`src/rtl/tile_collision_probe_pkg.sv`:
```
// Shared types and constants for the tile collision probe: FSM states,
// side-bit indices of the {up, down, left, right} vector, probe count.
package tile_collision_probe_pkg;

  typedef enum logic [1:0] {
    IDLE  = 2'd0,
    ISSUE = 2'd1,
    WAIT  = 2'd2,
    DONE  = 2'd3
  } state_e;

  localparam int UP     = 3;
  localparam int DOWN   = 2;
  localparam int LEFT   = 1;
  localparam int RIGHT  = 0;
  localparam int NPROBE = 8;

  // Probes come in pairs per side: k[2:1] selects up, down, left, right.
  function automatic logic [1:0] side_bit(input logic [2:0] k);
    logic [1:0] idx;
    case (k[2:1])
      2'd0:    idx = 2'(UP);
      2'd1:    idx = 2'(DOWN);
      2'd2:    idx = 2'(LEFT);
      default: idx = 2'(RIGHT);
    endcase
    return idx;
  endfunction

endpackage

```
`src/rtl/tile_collision_probe_if.sv`:
```
// Tile-map lookup handshake: the probe (master) requests a pixel coordinate,
// the tile map (slave) answers with a valid strobe and a solid flag.
interface tile_collision_probe_if #(
  parameter int POS_W = 10
);
  logic             probe_valid;
  logic [POS_W-1:0] probe_x;
  logic [POS_W-1:0] probe_y;
  logic             tile_valid;
  logic             tile_solid;

  modport master (
    output probe_valid, probe_x, probe_y,
    input  tile_valid, tile_solid
  );

  modport slave (
    input  probe_valid, probe_x, probe_y,
    output tile_valid, tile_solid
  );
endinterface

```
`src/rtl/tile_collision_probe_tick_sync.sv`:
```
// Two-flop synchronizer plus registered rising-edge detector for sim_tick;
// a 0->1 transition on tick_i yields a one-cycle tick_o three cycles later.
module tile_collision_probe_tick_sync (
  input  logic clk,
  input  logic rst_n,
  input  logic tick_i,
  output logic tick_o
);
  // sync_q[0..1] are the synchronizer stages, sync_q[2] holds the previous level.
  logic [2:0] sync_q;
  logic       pulse_q;

  always_ff @(posedge clk or negedge rst_n) begin
    if (!rst_n) begin
      sync_q  <= '0;
      pulse_q <= 1'b0;
    end else begin
      sync_q  <= {sync_q[1:0], tick_i};
      pulse_q <= sync_q[1] & ~sync_q[2];
    end
  end

  assign tick_o = pulse_q;
endmodule

```
`src/rtl/tile_collision_probe.sv`:
```
// Per-tick collision sampler: walks 8 edge probes of one sprite through the
// tile lookup handshake. Define TILE_PROBE_TICK_SYNC_EN for an asynchronous sim_tick_i.
module tile_collision_probe
  import tile_collision_probe_pkg::*;
#(
  parameter int POS_W    = 10,
  parameter int SPR_W    = 32,
  parameter int SPR_H    = 32,
  parameter int SCREEN_W = 640,
  parameter int SCREEN_H = 480
) (
  input  logic                   clk,
  input  logic                   rst_n,
  input  logic                   sim_tick_i,
  input  logic [2*POS_W-1:0]     sprite_pos_i,
  tile_collision_probe_if.master lk,
  output logic [3:0]             col_o,
  output logic                   col_valid_o,
  output logic                   busy_o,
  output logic                   tick_drop_o
);
  typedef logic [POS_W-1:0] pos_t;
  typedef logic [POS_W:0]   ext_t;

  localparam pos_t SPR_W_P    = pos_t'(SPR_W);
  localparam pos_t SPR_W_M1_P = pos_t'(SPR_W - 1);
  localparam pos_t SPR_H_P    = pos_t'(SPR_H);
  localparam pos_t SPR_H_M1_P = pos_t'(SPR_H - 1);
  localparam pos_t ONE_P      = pos_t'(1);
  localparam ext_t SPR_W_E    = ext_t'(SPR_W);
  localparam ext_t SPR_H_E    = ext_t'(SPR_H);
  localparam ext_t SCR_W_E    = ext_t'(SCREEN_W);
  localparam ext_t SCR_H_E    = ext_t'(SCREEN_H);

  state_e     state_q, state_d;
  logic [2:0] k_q, k_d;
  pos_t       px_q, px_d, py_q, py_d;
  pos_t       prx_q, prx_d, pry_q, pry_d;
  logic       probe_valid_q, probe_valid_d;
  logic [3:0] acc_q, acc_d, col_q, col_d;

  logic       tick_evt;
  pos_t       pr_x, pr_y;
  logic       pr_oob;
  logic [3:0] hit_mask;
  logic       last, step;

`ifdef TILE_PROBE_TICK_SYNC_EN
  tile_collision_probe_tick_sync u_tick_sync (
    .clk    (clk),
    .rst_n  (rst_n),
    .tick_i (sim_tick_i),
    .tick_o (tick_evt)
  );
`else
  assign tick_evt = sim_tick_i;
`endif

  // Probe k address and bounds; bounds sums are one bit wider than a coordinate.
  always_comb begin
    pr_x   = px_q;
    pr_y   = py_q;
    pr_oob = 1'b0;
    case (k_q[2:1])
      2'd0: begin
        pr_x   = k_q[0] ? px_q + SPR_W_M1_P : px_q;
        pr_y   = py_q - ONE_P;
        pr_oob = (py_q == '0);
      end
      2'd1: begin
        pr_x   = k_q[0] ? px_q + SPR_W_M1_P : px_q;
        pr_y   = py_q + SPR_H_P;
        pr_oob = (({1'b0, py_q} + SPR_H_E) >= SCR_H_E);
      end
      2'd2: begin
        pr_x   = px_q - ONE_P;
        pr_y   = k_q[0] ? py_q + SPR_H_M1_P : py_q;
        pr_oob = (px_q == '0);
      end
      default: begin
        pr_x   = px_q + SPR_W_P;
        pr_y   = k_q[0] ? py_q + SPR_H_M1_P : py_q;
        pr_oob = (({1'b0, px_q} + SPR_W_E) >= SCR_W_E);
      end
    endcase
  end

  assign hit_mask = 4'b0001 << side_bit(k_q);
  assign last     = (k_q == 3'(NPROBE - 1));

  always_comb begin
    state_d       = state_q;
    k_d           = k_q;
    px_d          = px_q;
    py_d          = py_q;
    prx_d         = prx_q;
    pry_d         = pry_q;
    probe_valid_d = probe_valid_q;
    acc_d         = acc_q;
    col_d         = col_q;
    step          = 1'b0;

    case (state_q)
      IDLE: begin
        if (tick_evt) begin
          state_d = ISSUE;
          px_d    = sprite_pos_i[2*POS_W-1 -: POS_W];
          py_d    = sprite_pos_i[POS_W-1:0];
          acc_d   = '0;
          k_d     = '0;
        end
      end
      ISSUE: begin
        if (pr_oob) begin
          acc_d = acc_q | hit_mask;
          step  = 1'b1;
        end else begin
          probe_valid_d = 1'b1;
          prx_d         = pr_x;
          pry_d         = pr_y;
          state_d       = WAIT;
        end
      end
      WAIT: begin
        if (lk.tile_valid) begin
          if (lk.tile_solid) acc_d = acc_q | hit_mask;
          probe_valid_d = 1'b0;
          step          = 1'b1;
        end
      end
      DONE: state_d = IDLE;
      default: state_d = IDLE;
    endcase

    // col is loaded on entry to DONE so it is already valid with the col_valid pulse.
    if (step) begin
      if (last) begin
        state_d = DONE;
        col_d   = acc_d;
      end else begin
        state_d = ISSUE;
        k_d     = k_q + 3'd1;
      end
    end
  end

  always_ff @(posedge clk or negedge rst_n) begin
    if (!rst_n) begin
      state_q       <= IDLE;
      k_q           <= '0;
      px_q          <= '0;
      py_q          <= '0;
      prx_q         <= '0;
      pry_q         <= '0;
      probe_valid_q <= 1'b0;
      acc_q         <= '0;
      col_q         <= '0;
    end else begin
      state_q       <= state_d;
      k_q           <= k_d;
      px_q          <= px_d;
      py_q          <= py_d;
      prx_q         <= prx_d;
      pry_q         <= pry_d;
      probe_valid_q <= probe_valid_d;
      acc_q         <= acc_d;
      col_q         <= col_d;
    end
  end

  assign lk.probe_valid = probe_valid_q;
  assign lk.probe_x     = prx_q;
  assign lk.probe_y     = pry_q;
  assign col_o          = col_q;
  assign col_valid_o    = (state_q == DONE);
  assign busy_o         = (state_q != IDLE);
  assign tick_drop_o    = tick_evt && (state_q != IDLE);
endmodule
```
`src/flat_wrapper.sv`:
```
// flat-port wrapper written by rule: the top's interface ports become plain ports
module tile_collision_probe_flat import tile_collision_probe_pkg::*;
#(
  parameter int POS_W    = 10,
  parameter int SPR_W    = 32,
  parameter int SPR_H    = 32,
  parameter int SCREEN_W = 640,
  parameter int SCREEN_H = 480
)
  (clk, rst_n, sim_tick_i, sprite_pos_i, col_o, col_valid_o, busy_o, tick_drop_o, lk_probe_valid, lk_probe_x, lk_probe_y, lk_tile_valid, lk_tile_solid);
  tile_collision_probe_if #(.POS_W(POS_W)) lk_i ();
  input  logic clk;
  input  logic rst_n;
  input  logic sim_tick_i;
  input  logic [2*POS_W-1:0] sprite_pos_i;
  output logic [3:0] col_o;
  output logic col_valid_o;
  output logic busy_o;
  output logic tick_drop_o;
  output wire logic [$bits(lk_i.probe_valid)-1:0] lk_probe_valid;
  output wire logic [$bits(lk_i.probe_x)-1:0] lk_probe_x;
  output wire logic [$bits(lk_i.probe_y)-1:0] lk_probe_y;
  input wire logic [$bits(lk_i.tile_valid)-1:0] lk_tile_valid;
  input wire logic [$bits(lk_i.tile_solid)-1:0] lk_tile_solid;
  assign lk_probe_valid = lk_i.probe_valid;
  assign lk_probe_x = lk_i.probe_x;
  assign lk_probe_y = lk_i.probe_y;
  assign lk_i.tile_valid = lk_tile_valid;
  assign lk_i.tile_solid = lk_tile_solid;
  tile_collision_probe #(.POS_W(POS_W), .SPR_W(SPR_W), .SPR_H(SPR_H), .SCREEN_W(SCREEN_W), .SCREEN_H(SCREEN_H)) u_core (.clk(clk), .rst_n(rst_n), .sim_tick_i(sim_tick_i), .sprite_pos_i(sprite_pos_i), .lk(lk_i), .col_o(col_o), .col_valid_o(col_valid_o), .busy_o(busy_o), .tick_drop_o(tick_drop_o));
endmodule
```
`config.mk`:
```
export PLATFORM = sky130hd
export DESIGN_NAME = tile_collision_probe_flat
export DESIGN_NICKNAME = d
export VERILOG_FILES = /design/src/rtl/tile_collision_probe_pkg.sv /design/src/rtl/tile_collision_probe_if.sv /design/src/rtl/tile_collision_probe_tick_sync.sv /design/src/rtl/tile_collision_probe.sv /design/src/flat_wrapper.sv
export SDC_FILE = /design/constraint.sdc
export NUM_CORES = 1
export LEC_CHECK = 0
export CAP_MARGIN = 10
export CORE_MARGIN = 3
export CORE_UTILIZATION = 49
export CTS_CLUSTER_SIZE = 28
export DETAILED_ROUTE_END_ITERATION = 6
export GPL_TIMING_DRIVEN = 0
export HOLD_SLACK_MARGIN = 0.06
export PLACE_DENSITY = 0.77
export REMOVE_ABC_BUFFERS = 1
export SKIP_LAST_GASP = 1
export SLEW_MARGIN = 10
export SYNTH_ARGS = -nofsm -noshare
export SYNTH_HDL_FRONTEND = slang
export SYNTH_SLANG_ARGS = --single-unit
export TNS_END_PERCENT = 20
```
`constraint.sdc`:
```
create_clock -name clk -period 2.08 [get_ports clk]
set_clock_uncertainty 0.15 [all_clocks]
set_input_delay 0.208 -clock clk [delete_from_list [all_inputs] [get_ports clk]]
set_output_delay 0.208 -clock clk [all_outputs]
set_load 0.02 [all_outputs]
```
==> results of run 1 <==
==> power by group through the flow <==
stage                     Combinational, uW  Sequential [uW]  Clock [uW]
after CTS                              4020             2000         622
after floorplan                        1810             2150           0
after global placement                 2820             2010           0
after global routing                   4830             2110         671
final                                  4500             2050         619
after detailed placement               2890             2030           0
==> synthesized netlist by cell type, types with 5 or more instances <==
master and number:
mux2_2 21, nand2_1 37, dfrtp_1 54, a31oi_1 8, nor3_1 7, o21ai_0 28, inv_1 20, nor2_1 15
nand3_1 6, buf_2 6, a21oi_1 8, xnor2_1 17, xor2_1 5, ha_1 16
==> how the worst max path moves through the flow <==
| stage | from | slack (ns) | to |
|---|---|---|---|
| finish | u_core.py_q[1] | -0.26 | u_core.col_o[3] |
| global placement | rst_n | -0.94 | u_core.px_q[1] |
| global route | u_core.py_q[0] | -0.32 | u_core.col_o[2] |
| CTS | u_core.py_q[0] | -0.18 | u_core.col_o[0] |
| detailed placement | u_core.py_q[5] | -0.74 | u_core.lk.probe_valid |
| floorplan | u_core.py_q[5] | -0.34 | u_core.lk.probe_valid |
==> layout make-up <==
cell class              count  area, um2  area share
multi-input cells         241       2029      0.4356
repair buffers             99      997.2      0.2140
flip-flops and latches     54       1364      0.2927
inverters                  20      77.57     0.01665
clock buffers               6      82.58     0.01772
clock inverters             2      12.51    0.002685
well taps                  77      96.34     0.02068
==> registers in the layout, indices dropped and copies added (netlist names) <==
name / count
u_core.lk.probe_x: 10
u_core.lk.probe_y: 10
u_core.px_q: 10
u_core.py_q: 10
u_core.acc_q: 4
u_core.col_o: 4
u_core.k_q: 3
u_core.state_q: 2
u_core.lk.probe_valid: 1
==> critical path, stage by stage (launching register included) <==
cell	delay (ns)
dfrtp_1	0.41
inv_2	0.09
ha_4	0.12
nor4b_4	0.32
a31o_4	0.24
a311oi_2	0.10
o211ai_2	0.24
nand4_4	0.20
mux2_4	0.34
==> repair_timing <==
item | in CTS | in global routing
pin swaps | 10 | 16
buffers inserted | 37 | 7
gates cloned | 4 | 0
gates resized for setup | 62 | 26
hold endpoints to repair | 27 | 0
setup endpoints to repair | 53 | 55
hold buffers | 1 | 0
==> kinds of logic (layout without fill, tap and decap cells) <==
kind of cell | Yosys count | in the layout | share of synthesized area
AND/OR/NAND/NOR | 94 | 94 | 0.1536
XOR/XNOR | 22 | 22 | 0.05930
AO/OA/AOI/OAI | 78 | 81 | 0.1617
multiplexers | 28 | 28 | 0.09550
adder cells (fa/ha/maj) | 16 | 16 | 0.06161
flip-flops | 54 | 54 | 0.4159
buffers and inverters | 37 | 127 | 0.05236
==> layer usage <==
metal	up-vias	routed length [um]
met5	-	0
met4	0	470
met3	47	601
met2	163	4703
met1	1461	3634
li1	1372	-
==> stage by stage <==
stage	hold slack, ns	util	cells	power (uW)
after detailed placement	0.1193	0.5929	442	4929
after global routing	0.3443	0.7296	499	7615
after global placement	0.3102	0.5905	441	4827
after floorplan	-0.2376	-	312	3956
after CTS	0.3203	0.7075	492	6640
final	0.3165	0.7296	499	7163
==> impl_metrics.csv, run 1 <==
group,metric,value,unit
status,outcome,"finished with violations",
status,failed_checks,"setup timing",
global_routing,grt-ovfl-total,0,
global_routing,grt_max_degree,29,
place,gp_congestion,0.8343,
setup_path,path_class,"register to register",
cells_and_area,antenna_cells,0,
routing,drcViolationCount,0,
routing,antenna_left,0,
die,start_util,0.5088,
cells_and_area,layout_common_cells,"clkdlybuf4s50_1 (51), dfrtp_1 (46), nand2_1 (32), buf_4 (31), mux2_2 (20)",
routing,detail_route.wl_per_cell,18.86,um
clock_tree,cts-root-buf,"clkbuf_8",
setup_path,rr_startpoint,"u_core.py_q[1]",
clock_tree,cts_buffers,5,
place,place_area,3786,um2
global_routing,busiest_layer,"met2",
sta,slew_viol_final,0,
cells_and_area,n_fill_cell,445,
synthesis,ys_types,61,
synthesis,yosysTopAreaCell,"dfrtp_1",
clock_tree,clock_latency,0.31,ns
synthesis,netlist_area,3249,um2
run,drv_cap,0,
setup_path,reg2reg_depth,8,
cells_and_area,layout.nets,462,
die,core_area,6386,um2
routing,via_count,3043,
setup_path,crit_required,2.13,ns
routing,wirelength,9.409,mm
place,dp_slack,-0.7445,ns
power_and_ir_drop,vdd_drop_max,0.0008855,V
global_routing,met3_usage,0.03974,
die,die_width,87.44,um
sta,finalCriticalPeriod,2.342,ns
synthesis,syn_avg_cell_area,9.876,um2
die,die_h,87.44,um
cells_and_area,area_growth,43.40,%
synthesis,ys_seq_area_frac,0.4159,
global_routing,grtUsageMet2,0.4301,
clock_tree,htreeDepth,2,
clock_tree,cts_tree,"built",
die,std_cell_rows,29,
global_routing,grt_pass1_wl,14.68,mm
setup_path,regToRegSetupSlack,-0.26,ns
setup_path,crit_arrival,2.39,ns
power_and_ir_drop,p_leak,0.001935,uW
routing,first_pass_iters,5,
sta,fmax,0.4271,GHz
power_and_ir_drop,pwr_density_cell,1537,nW/um2
clock_tree,path_clk_slew,0.10,ns
sta,grt_setup_unrepaired,"true",
cells_and_area,final_common_cell,"clkdlybuf4s50_1",
setup_path,critPathMaxFanout,5,
place,io_buffers,52,
synthesis,yosysWarnings,0,
sta,finalCritPeriodShare,1.126,
setup_path,start_kind,"register",
synthesis,synth_edf_count,0,
global_routing,grt.met1_usage,0.2924,
global_routing,gr-usage-all-layers,0.2477,
power_and_ir_drop,switchingPower,3119,uW
power_and_ir_drop,p_clk_frac,0.086,
clock_tree,cts_sinks,54,
power_and_ir_drop,seqPwrFrac,0.286,
setup_path,cp-end-kind,"register",
power_and_ir_drop,swShare,0.4354,
routing,via_per_inst,6.098,
routing,drt-initial-drc-count,228,
sta,hold_violations,0,
synthesis,ys_ff_latch,54,
synthesis,netlist.area_leader.share,0.4159,
global_routing,antenna_found_initial,0,
clock_tree,clockBufferDepth,2,
setup_path,rr_endpoint,"u_core.col_o[3]",
cells_and_area,design_area,4659,um2
cells_and_area,drive_gt1_frac,0.3223,
sta,worst_slack,-0.2615,ns
sta,setup_tns,-7.466,ns
die,io_pins,53,
die,die-area,7645,um2
power_and_ir_drop,pwr-share-comb,0.628,
synthesis,async_flop_share,1.000,
synthesis,synthTopCellsByArea,"dfrtp_1 (42%), mux2_2 (7.3%), ha_1 (6.2%)",
sta,finalSetupViolations,53,
sta,tightest_slew,0.9988,ns
sta,slew_headroom,0.3325,
global_routing,grt_pass1_vias,2952,
synthesis,synth_ff_type,"dfrtp_1",
synthesis,syn-instance-count,329,
power_and_ir_drop,p_int,4044,uW
hold_path,hold_class,"primary input to asynchronous set/reset pin",
place,hpwl,4.788,mm
No activity file was read; power rests on OpenSTA's default activity.
==> run 2, diff against run 1 <==
--- a/config.mk
+++ b/config.mk
@@ -15,7 +15,7 @@
 export PLACE_DENSITY = 0.77
 export REMOVE_ABC_BUFFERS = 1
 export SKIP_LAST_GASP = 1
-export SLEW_MARGIN = 10
+export SLEW_MARGIN = 20
 export SYNTH_ARGS = -nofsm -noshare
 export SYNTH_HDL_FRONTEND = slang
 export SYNTH_SLANG_ARGS = --single-unit
==> run 2 against run 1 <==
  * The run still ends with setup timing left
  * Maximum frequency rose by 0.61%
  * Register-to-register slack barely moved
  * Sequential share of layout area fell by 0.27 points
  * Core utilization rose by 0.69 points
  * Clock-buffer cell count did not move
  * First-iteration DRC count fell by 9.2%
  * Critical endpoint unchanged
==> impl_metrics.csv, run 2 (synthesis results as in run 1) <==
group,metric,value,unit
power_and_ir_drop,pwr_density_cell,1546,nW/um2
sta,grt_setup_unrepaired,"true",
cells_and_area,drive_gt1_frac,0.3521,
hold_path,hold_class,"primary input to asynchronous set/reset pin",
place,place_area,3769,um2
setup_path,worstSetupStartpoint,"u_core.py_q[6]",
power_and_ir_drop,p_leak,0.001939,uW
setup_path,regToRegSetupSlack,-0.25,ns
sta,hold_violations,0,
setup_path,start_kind,"register",
sta,fmax,0.4297,GHz
clock_tree,cts_buffers,5,
sta,worst_slack,-0.2472,ns
clock_tree,cts_sinks,54,
die,die_width,87.44,um
clock_tree,path_clk_slew,0.10,ns
routing,met1_length,3.613,mm
sta,finalSetupViolations,53,
die,die_h,87.44,um
clock_tree,htreeDepth,2,
clock_tree,clock_latency,0.32,ns
routing,top_layer,"met4",
setup_path,crit_required,2.13,ns
run,drv_cap,0,
place,dp_slack,-0.7221,ns
setup_path,critPathMaxFanout,5,
cells_and_area,layout.nets,466,
setup_path,rr_endpoint,"u_core.col_o[3]",
place,gp_congestion,0.8343,
routing,wirelength,9.628,mm
cells_and_area,layout_common_cells,"clkdlybuf4s50_1 (51), dfrtp_1 (46), buf_4 (37), nand2_1 (29), mux2_2 (21)",
setup_path,rr_startpoint,"u_core.py_q[6]",
global_routing,grt_max_degree,55,
power_and_ir_drop,vdd_drop_max,0.0008733,V
setup_path,crit_arrival,2.38,ns
setup_path,path_class,"register to register",
place,hpwl,4.637,mm
cells_and_area,area_growth,44.74,%
routing,drt-initial-drc-count,207,
die,core_area,6386,um2
routing,antenna_left,0,
routing,first_pass_iters,5,
die,die-area,7645,um2
sta,slew_viol_final,0,
routing,via_per_inst,6.099,
clock_tree,cts_tree,"built",
global_routing,antenna_found_initial,0,
setup_path,cp-end-kind,"register",
die,io_pins,53,
sta,finalCritPeriodShare,1.119,
global_routing,grt-ovfl-total,0,
global_routing,gr-usage-all-layers,0.2333,
routing,dr_wl_met3,683,um
cells_and_area,design_area,4703,um2
routing,wl_met2,4.875,mm
cells_and_area,final_common_cell,"clkdlybuf4s50_1",
global_routing,grt_pass1_vias,2824,
global_routing,grt_pass1_wl,14.01,mm
setup_path,reg2reg_depth,7,
sta,tightest_slew,1.014,ns
sta,finalCriticalPeriod,2.327,ns
sta,slew_headroom,0.3224,
die,start_util,0.5088,
routing,detail_route.wl_per_cell,19.14,um
cells_and_area,antenna_cells,0,
routing,drcViolationCount,0,
sta,whs,0.3106,ns
place,io_buffers,52,
clock_tree,clockBufferDepth,2,
routing,via_count,3068,
cells_and_area,fin_cells,503,
status,failed_checks,"setup timing",
clock_tree,cts-root-buf,"clkbuf_8",
setup_path,critPathCapture,"u_core.col_o[3]",
place,dp_cells,441,
status,outcome,"finished with violations",
die,std_cell_rows,29,
[run 2: changes by cell type in the layout (fill, tap and decap cells not counted), sizes merged]
cell / previous run / this run
clkbuf: 7 / 6
o2111ai: 4 / 5
buf: 46 / 50
[run 2: layout make-up]
type,instances,area [um2]
clock inverters,2,12.51
flip-flops and latches,54,1364
clock buffers,6,82.58
inverters,20,80.08
multi-input cells,242,2106
fillers,412,1683
repair buffers,102,962.2
well taps,77,96.34
[run 2: metrics by stage]
stage                     utilization  power, uW  TNS (ns)
after detailed placement       0.5901       4921    -17.47
final                          0.7365       7271    -7.225
after global placement         0.5905       4827    -67.37
after CTS                      0.6987       6597    -4.275
after global routing           0.7365       7701    -11.21
after floorplan                     -       3956    -5.294
[run 2: metal layers]
layer / GRT usage / up-vias
li1: - / 1377
met1: 0.2812 / 1489
met2: 0.4021 / 160
met3: 0.04447 / 42
met4: 0.1032 / 0
met5: 0 / -
[run 2: timing repair]
action                                  in CTS  in global routing
hold endpoints to repair                    54                  0
setup buffers                               34                 15
hold buffers                                 1                  0
gates cloned                                 3                  1
resized for setup                           68                 33
pin swaps                                   24                 14
endpoints found under the setup margin      53                 55
[run 2: critical path, stage by stage, from the launching register on]
cell and delay, ns:
dfrtp_2 0.50, ha_4 0.21, nand3_2 0.10, mux2i_4 0.32, a311oi_2 0.08, o211ai_2 0.29
nand4_4 0.21, mux2_4 0.34
[run 2: how the worst min path moves through the flow]
stage | startpoint | endpoint | slack [ns] | cells past startpoint
global route | sprite_pos_i[19] | u_core.px_q[9] | 0.34 | 2
global placement | u_core.lk.probe_y[2] | u_core.lk.probe_y[2] | 0.31 | 2
detailed placement | rst_n | u_core.py_q[7] | 0.14 | 1
finish | rst_n | u_core.py_q[7] | 0.31 | 2
floorplan | rst_n | u_core.acc_q[0] | -0.24 | 0
CTS | u_core.lk.probe_y[9] | u_core.lk.probe_y[9] | 0.34 | 2
[run 2: report_power, final]
group          internal (uW)  total [uW]  leakage (uW)  switching [uW]
clock network            269         630     0.0000472             361
registers               1510        2070      0.000662             565
logic                   2270        4570       0.00123            2300
total                   4050        7270       0.00194            3230
==> run 3, diff against run 2 <==
--- a/config.mk
+++ b/config.mk
@@ -12,7 +12,7 @@
 export DETAILED_ROUTE_END_ITERATION = 6
 export GPL_TIMING_DRIVEN = 0
 export HOLD_SLACK_MARGIN = 0.06
-export PLACE_DENSITY = 0.77
+export PLACE_DENSITY_LB_ADDON = 0.12
 export REMOVE_ABC_BUFFERS = 1
 export SKIP_LAST_GASP = 1
 export SLEW_MARGIN = 20
==> run 3 against run 2 <==
  * The flow still finishes with violations (setup timing)
  * Non-clock buffer count decreased by 10
  * Register-to-register slack about the same
  * Cell count decreased by 2.0%
  * Sequential power about the same
  * Total power decreased by 2.7%
  * Combinational power decreased by 7.0%
  * Design area decreased by 2.3%
  * Highest routed layer unchanged
==> impl_metrics.csv, run 3 (synthesis results as in run 1) <==
group,metric,value,unit
routing,via_per_inst,5.966,
routing,wirelength,9.180,mm
place,gp_congestion,0.8492,
die,die_h,87.44,um
place,io_buffers,52,
clock_tree,cts_buffers,5,
clock_tree,clockBufferDepth,2,
cells_and_area,multi_input_area,2078,um2
setup_path,start_kind,"register",
die,die_width,87.44,um
die,start_util,0.5088,
cells_and_area,area_growth,41.36,%
global_routing,grt_max_degree,55,
global_routing,grt-ovfl-total,0,
place,hpwl,4.730,mm
setup_path,critPathBufInv,1,
routing,antenna_left,0,
sta,tightest_slew,1.054,ns
sta,slew_headroom,0.2955,
hold_path,hold_class,"primary input to asynchronous set/reset pin",
cells_and_area,drive_gt1_frac,0.3077,
cells_and_area,seqCellArea,1363,um2
sta,finalCriticalPeriod,2.325,ns
cells_and_area,final_common_cell,"clkdlybuf4s50_1",
global_routing,grt_pass1_vias,2935,
sta,worst_slack,-0.2447,ns
place,dp_cells,441,
place,dp_slack,-0.7456,ns
routing,drt-initial-drc-count,206,
clock_tree,cts-root-buf,"clkbuf_8",
global_routing,grt_pass1_wl,15.24,mm
clock_tree,htreeDepth,2,
sta,slew_viol_final,0,
clock_tree,path_clk_slew,0.11,ns
clock_tree,cts_sinks,54,
routing,first_pass_iters,4,
status,outcome,"finished with violations",
cells_and_area,antenna_cells,0,
place,place_area,3769,um2
routing,via_count,2941,
sta,hold_violations,0,
cells_and_area,layout.nets,456,
die,core_area,6386,um2
setup_path,crit_arrival,2.38,ns
setup_path,crit_chain,"inv_2 -> ha_4 -> nor4b_4 -> a31o_4 -> a311oi_2 -> o211ai_2 -> nand4_4 -> mux2_4",
die,std_cell_rows,29,
sta,fmax,0.4302,GHz
sta,grt_setup_unrepaired,"true",
cells_and_area,postLayoutCoreUtil,0.7192,
setup_path,cp-end-kind,"register",
routing,detail_route.wl_per_cell,18.62,um
die,io_pins,53,
clock_tree,clock_latency,0.32,ns
routing,drcViolationCount,0,
cells_and_area,n_fill_cell,464,
clock_tree,cts_tree,"built",
setup_path,crit_family,"compound AO/OA/AOI/OAI gates",
global_routing,antenna_found_initial,0,
sta,finalSetupViolations,54,
cells_and_area,fin_cells,493,
cells_and_area,layout_common_cells,"clkdlybuf4s50_1 (51), dfrtp_1 (47), nand2_1 (34), buf_4 (31), mux2_2 (21)",
die,die-area,7645,um2
status,failed_checks,"setup timing",
power_and_ir_drop,pwr_density_cell,1541,nW/um2
power_and_ir_drop,vdd_drop_max,0.0008921,V
cells_and_area,design_area,4593,um2
setup_path,critPathMaxFanout,5,
setup_path,slowest_stage,"dfrtp_1",
power_and_ir_drop,power,7077,uW
run,drv_cap,0,
power_and_ir_drop,p_leak,0.001881,uW
global_routing,gr-usage-all-layers,0.2553,
setup_path,crit_required,2.14,ns
setup_path,path_class,"register to register",
sta,finalCritPeriodShare,1.118,
setup_path,cp_slowest_stage_delay,0.42,ns
[run 3: stage by stage]
step / TNS [ns] / hold slack [ns]
after floorplan: -5.294 / -0.2376
after CTS: -5.675 / 0.3417
after global placement: -71.07 / 0.3109
after global routing: -13.67 / 0.3445
after detailed placement: -19.51 / 0.1523
final: -8.524 / 0.3069
[run 3: final cells by class]
type                       instances  share of cell area
timing repair buffer              92              0.1880
inverter                          20             0.01743
multi-input combinational        242              0.4525
clock inverter                     3            0.009534
sequential                        54              0.2966
tap                               77             0.02098
clock buffer                       5             0.01498
[run 3: worst paths after layout]
path                                       from                   end  slack (ns)  cells past startpoint
setup / recovery                 u_core.py_q[0]       u_core.col_o[2]       -0.24                      8
hold / removal                            rst_n  u_core.lk.probe_y[0]        0.31                      2
setup reg to reg                 u_core.py_q[0]       u_core.col_o[2]       -0.24                      8
hold reg to reg            u_core.lk.probe_y[7]  u_core.lk.probe_y[7]        0.33                      2
max in group asynchronous                 rst_n         u_core.k_q[2]        0.95                      2
min in group clk           u_core.lk.probe_y[7]  u_core.lk.probe_y[7]        0.33                      2
[run 3: where the power goes]
group	switching (uW)	total, uW	internal, uW	leakage (uW)
Sequential	589	2090	1500	0.000663
Clock	372	734	362	0.0000585
Combinational	2150	4250	2100	0.00116
Total	3110	7080	3960	0.00188
[run 3: metal layers]
layer / up-vias / global-route usage / wire (um)
li1: 1350 / - / -
met1: 1453 / 0.3295 / 3917
met2: 115 / 0.4253 / 4490
met3: 23 / 0.04447 / 545
met4: 0 / 0.09763 / 227
met5: - / 0 / 0
[run 3: timing repair]
action	in CTS	in global routing
setup endpoints to repair	54	54
gates cloned	4	0
endpoints found under the hold margin	54	0
resized for setup	74	10
hold buffers	1	0
pin swaps	21	13
buffers inserted	34	5
